<file path="src/rtl/mul_sequencer.sv">
// Iterative shift-add multiplier that stalls the ALU pipeline while it runs.
// Optional early exit on an exhausted multiplier via MUL_SEQUENCER_EARLY_TERM_EN.
module mul_sequencer #(
  parameter int unsigned WIDTH = 16
) (
  input  logic             Clock,
  input  logic             Reset,
  input  logic             iStart,
  input  logic [WIDTH-1:0] iOperandA,
  input  logic [WIDTH-1:0] iOperandB,
  output logic             oBusy,
  output logic             oDone,
  output logic [WIDTH-1:0] oResult,
  output logic             oStall
);

  localparam int unsigned CNT_W = (WIDTH > 1) ? $clog2(WIDTH) : 1;

  typedef enum logic [1:0] {
    S_IDLE = 2'd0,
    S_RUN  = 2'd1,
    S_DONE = 2'd2
  } state_e;

  state_e             state_q, state_d;
  logic [WIDTH-1:0]   acc_q, acc_d;
  logic [WIDTH-1:0]   mcand_q, mcand_d;
  logic [WIDTH-1:0]   mplier_q, mplier_d;
  logic [CNT_W-1:0]   cnt_q, cnt_d;
  logic               last_iter_c;
  logic               early_c;

  assign last_iter_c = (cnt_q == CNT_W'(WIDTH - 1));

`ifdef MUL_SEQUENCER_EARLY_TERM_EN
  // Remaining multiplier bits are all zero, so further steps add nothing.
  assign early_c = ((mplier_q >> 1) == '0);
`else
  assign early_c = 1'b0;
`endif

  // State and datapath registers
  always_ff @(posedge Clock) begin
    if (Reset) begin
      state_q  <= S_IDLE;
      acc_q    <= '0;
      mcand_q  <= '0;
      mplier_q <= '0;
      cnt_q    <= '0;
    end else begin
      state_q  <= state_d;
      acc_q    <= acc_d;
      mcand_q  <= mcand_d;
      mplier_q <= mplier_d;
      cnt_q    <= cnt_d;
    end
  end

  // Next-state and shift-add datapath
  always_comb begin
    state_d  = state_q;
    acc_d    = acc_q;
    mcand_d  = mcand_q;
    mplier_d = mplier_q;
    cnt_d    = cnt_q;
    case (state_q)
      S_IDLE: begin
        if (iStart) begin
          mcand_d  = iOperandA;
          mplier_d = iOperandB;
          acc_d    = '0;
          cnt_d    = '0;
          state_d  = S_RUN;
        end
      end
      S_RUN: begin
        if (mplier_q[0]) begin
          acc_d = acc_q + mcand_q;
        end
        mcand_d  = mcand_q << 1;
        mplier_d = mplier_q >> 1;
        cnt_d    = cnt_q + CNT_W'(1);
        if (last_iter_c || early_c) begin
          state_d = S_DONE;
        end
      end
      S_DONE:  state_d = S_IDLE;
      default: state_d = S_IDLE;
    endcase
  end

  assign oBusy   = (state_q == S_RUN);
  assign oDone   = (state_q == S_DONE);
  assign oResult = acc_q;
  // Freeze the pipeline in the very cycle a start is presented.
  assign oStall  = oBusy | ((state_q == S_IDLE) & iStart);

endmodule

</file>
<file path="config.mk">
export PLATFORM = sky130hd
export DESIGN_NAME = mul_sequencer
export DESIGN_NICKNAME = d
export VERILOG_FILES = /design/src/rtl/mul_sequencer.sv
export SDC_FILE = /design/constraint.sdc
export NUM_CORES = 1
export LEC_CHECK = 0
export BUFFER_PORTS_ARGS = -buffer_cell sky130_fd_sc_hd__buf_4
export CORE_UTILIZATION = 55
export CTS_CLUSTER_SIZE = 30
export DETAILED_ROUTE_END_ITERATION = 8
export PLACE_DENSITY = 0.85
export SYNTH_ARGS = -nofsm -noshare
export SYNTH_HDL_FRONTEND = slang
export SYNTH_SLANG_ARGS = --single-unit
</file>
<file path="constraint.sdc">
create_clock -name Clock -period 2.4 [get_ports Clock]
set_input_delay 0.72 -clock Clock [delete_from_list [all_inputs] [get_ports Clock]]
set_output_delay 0.72 -clock Clock [all_outputs]
set_load 0.02 [all_outputs]
</file>
==> results.md <==
- DP HPWL: 4970 um
- Slew Viols, Final: 0
- Worst-Margin Slew: 0.579 ns
- Setup Fix Bufs, Post-CTS: 0
- Clock Power Share: 0.299
- Drt drc: 0
- Syn Inst Count: 372
- Fin crit share: 0.957
- Unique masters post-synth: 43
- Initial cell density of the core: 0.569
- Synthesized cell area: 2900 um^2
- CP max stage cell: fa_1
- Setup crit end: oResult[12]
- Worst-path maximum fanout: 4
- Root Buffer: clkbuf_8
- Final nets: 466
- Area share of the leading cell type in the synthesized netlist: 0.372
- Net Sw Frac: 0.283
- Pleak: 1.59 nW
- Std cell rows: 26
- FF-to-FF End: oResult[12]
- Io pins: 54
- Final Critical Period: 2.30 ns
- RR Startpoint: oResult[0]
- Post-route setup slack: 0.104 ns
- Iter 0 DRT Violations: 146
- Worst reg-to-reg setup slack: 0.10 ns
- YS warnings: 0
- P&R area growth vs syn: 18.4%
- IO buf count: 53
- DIE WIDTH: 74.7 um
- Commonest non-fill, non-tap cell in the layout: nor2_1
- Clk_lat worst skew: 0.30 ns
- Syn nets: 424
- Worst setup path class: flip-flop to flip-flop
- First-pass GRT wire length: 10800 um
- Flop pwr share: 0.496
- Final Cell Area: 3440 um^2
- Outcome: complete, no violations
- Vias in the first global route: 2460
- Placed Instance Area: 3320 um^2
- HP Start: mplier_q[14]
- H-tree depth: 2
- Post-synthesis sequential area ratio: 0.372
- Initial DRT Pass Iterations: 4
- Layout fillers: 459
- Synth area leaders: dfxtp_1 37%, nor2_1 13%, ha_1 6.9%
- Primary FF master, synth: dfxtp_1
- Clock transition at the registers of the reported paths: 0.09 ns
- Largest area contributor in the netlist: dfxtp_1
- FF+latch count, synth: 54
- Max Buffers Root-to-Sink: 2
- Skew final: 0.00961 ns
- WL/cell: 14.0 um
- Post-DRT Antenna Nets: 0
- Total Power: 2.07 mW
- Hold Fails Final Rpt: 0
- Commonest cells after routing, fill and taps aside: 103 x nor2_1, 58 x buf_4, 52 x dfxtp_1, 28 x a21oi_1, 18 x nand2_1
- Overall Global Routing Usage: 0.252
- Footprint of the multi-input gates: 1700 um^2
- Routability cong.: 0.906
- Fmax: 0.436 GHz
- WL final: 6790 um
- Total inserted antenna cells: 0
- CP startpoint: oResult[0]
- WHS: 0.497 ns
- # setup viols final: 0
- Number of flops mapped to enable cells by yosys: 0
- Initial antenna violation count: 0
- Worst slew margin: 0.612
- Pint: 1.49 mW
- Worst EP arrival: 2.50 ns
- Cts repair resizes: 0
- Comb pwr share: 0.206
- Die area: 5570 um^2
- Core box area: 5110 um^2
- Worst min-delay path class: flip-flop to flip-flop
- Avg Cell Area, Syn: 7.81 um^2
- Pwr Density: 603 nW/um^2
- CP Data Required Time: 2.60 ns
- CP cell instances: ha_2 -> inv_1 -> fa_1 -> nor2b_1 -> o2111ai_1 -> a21oi_2 -> o211ai_1 -> a21o_1 -> a32o_1
- Flip-flop and latch area: 1080 um^2
- Vias: 2789
- CTS tree: done
- Startpoint Class: flip-flop
- Total grt overflow: 0
- Worst r2r path cells: 9
- Post-cts hold buffer count: 0
- Placement Setup Slack: 0.0940 ns
- Crit end category: flip-flop
- Largest net degree at the start of global routing: 45
- Share of layout cells above drive strength 1: 0.184
- CTS Sinks: 54
- Max-cap violation count: 0
- Fraction of registers with async set/reset: 0
- P_sw: 587 uW
- Via/cell ratio: 5.76
- Die height: 74.7 um
- Num CTS Buffers: 5
- Maximum VDD drop: 0.000399 V
- CP max stage delay: 0.40 ns
per-stage QoR:
| stage | util | cells | TNS (ns) |
|---|---|---|---|
| finish | 0.673 | 484 | 0 |
| global route | 0.673 | 484 | -0.0433 |
| CTS | 0.671 | 484 | 0 |
| detailed placement | 0.649 | 477 | 0 |
| global placement | 0.649 | 477 | 0 |
| floorplan | - | 372 | 0 |
layout make-up:
cell class                 instances  area share
tap                               70      0.0255
timing repair buffer              58       0.127
sequential                        54       0.315
clock buffer                       6      0.0240
clock inverter                     1     0.00873
inverter                           6     0.00655
multi-input combinational        289       0.493
metal layers:
metal  vias to the layer above  track usage  routed length (um)
met2                        71        0.434                3460
met5                         -            0                   0
met4                         0        0.111                 176
met1                      1339        0.306                2900
met3                        18       0.0482                 254
li1                       1361            -                   -
worst max-delay path: cells and delay by family (launching register included):
| family | cells | cell delay, ns |
|---|---|---|
| AO/OA/AOI/OAI | 5 | 1.03 |
| adder cells (fa/ha/maj) | 2 | 0.59 |
| flip-flops | 1 | 0.36 |
| AND/OR/NAND/NOR | 1 | 0.17 |
| buffers and inverters | 1 | 0.05 |
power by group through the flow:
stage	clock network [mW]	logic [mW]	registers [mW]
final	0.620	0.426	1.03
after floorplan	0	0.310	1.03
after global placement	0	0.410	1.05
after detailed placement	0	0.422	1.05
after global routing	0.671	0.478	1.03
after CTS	0.631	0.427	1.03
synth_stat cells (all sizes together), types with 2 or more instances:
cell and n:
a41oi 2, nand2 18, and2 3, a21oi 29, xor2 6, nor2b 16
nor2 104, xnor2 8, a22oi 10, a211oi 2, nor3 16, dfxtp 54
inv 6, nand4 2, o21a 2, a21o 5, buf 7, nor4 13
a22o 10, o21ai 6, ha 16, o21bai 3, nand2b 3, clkbuf 16
o211ai 2, nand3 3
state kept, by name, indices dropped and copies added (netlist names):
register / count
cnt_q: 4
mcand_q: 16
mplier_q: 16
oResult: 16
state_q: 2
worst min-delay path by stage:
| stage | cells after the start | to |
|---|---|---|
| 2_1_floorplan | 1 | mplier_q[15] |
| 3_3_place_gp | 1 | mplier_q[15] |
| 3_5_place_dp | 2 | mplier_q[13] |
| 4_1_cts | 2 | mplier_q[13] |
| 5_1_grt | 2 | mplier_q[14] |
| 6_report | 2 | mplier_q[14] |
kinds of logic after synthesis:
| family | after synthesis | share of synthesized area |
|---|---|---|
| xor+xnor | 14 | 0.0422 |
| simple gates | 180 | 0.279 |
| flops | 54 | 0.372 |
| buf+inv | 29 | 0.0465 |
| compound gates | 78 | 0.184 |
| fa+ha+maj | 17 | 0.0758 |
Note: power is estimated with default switching activity, not from simulation.
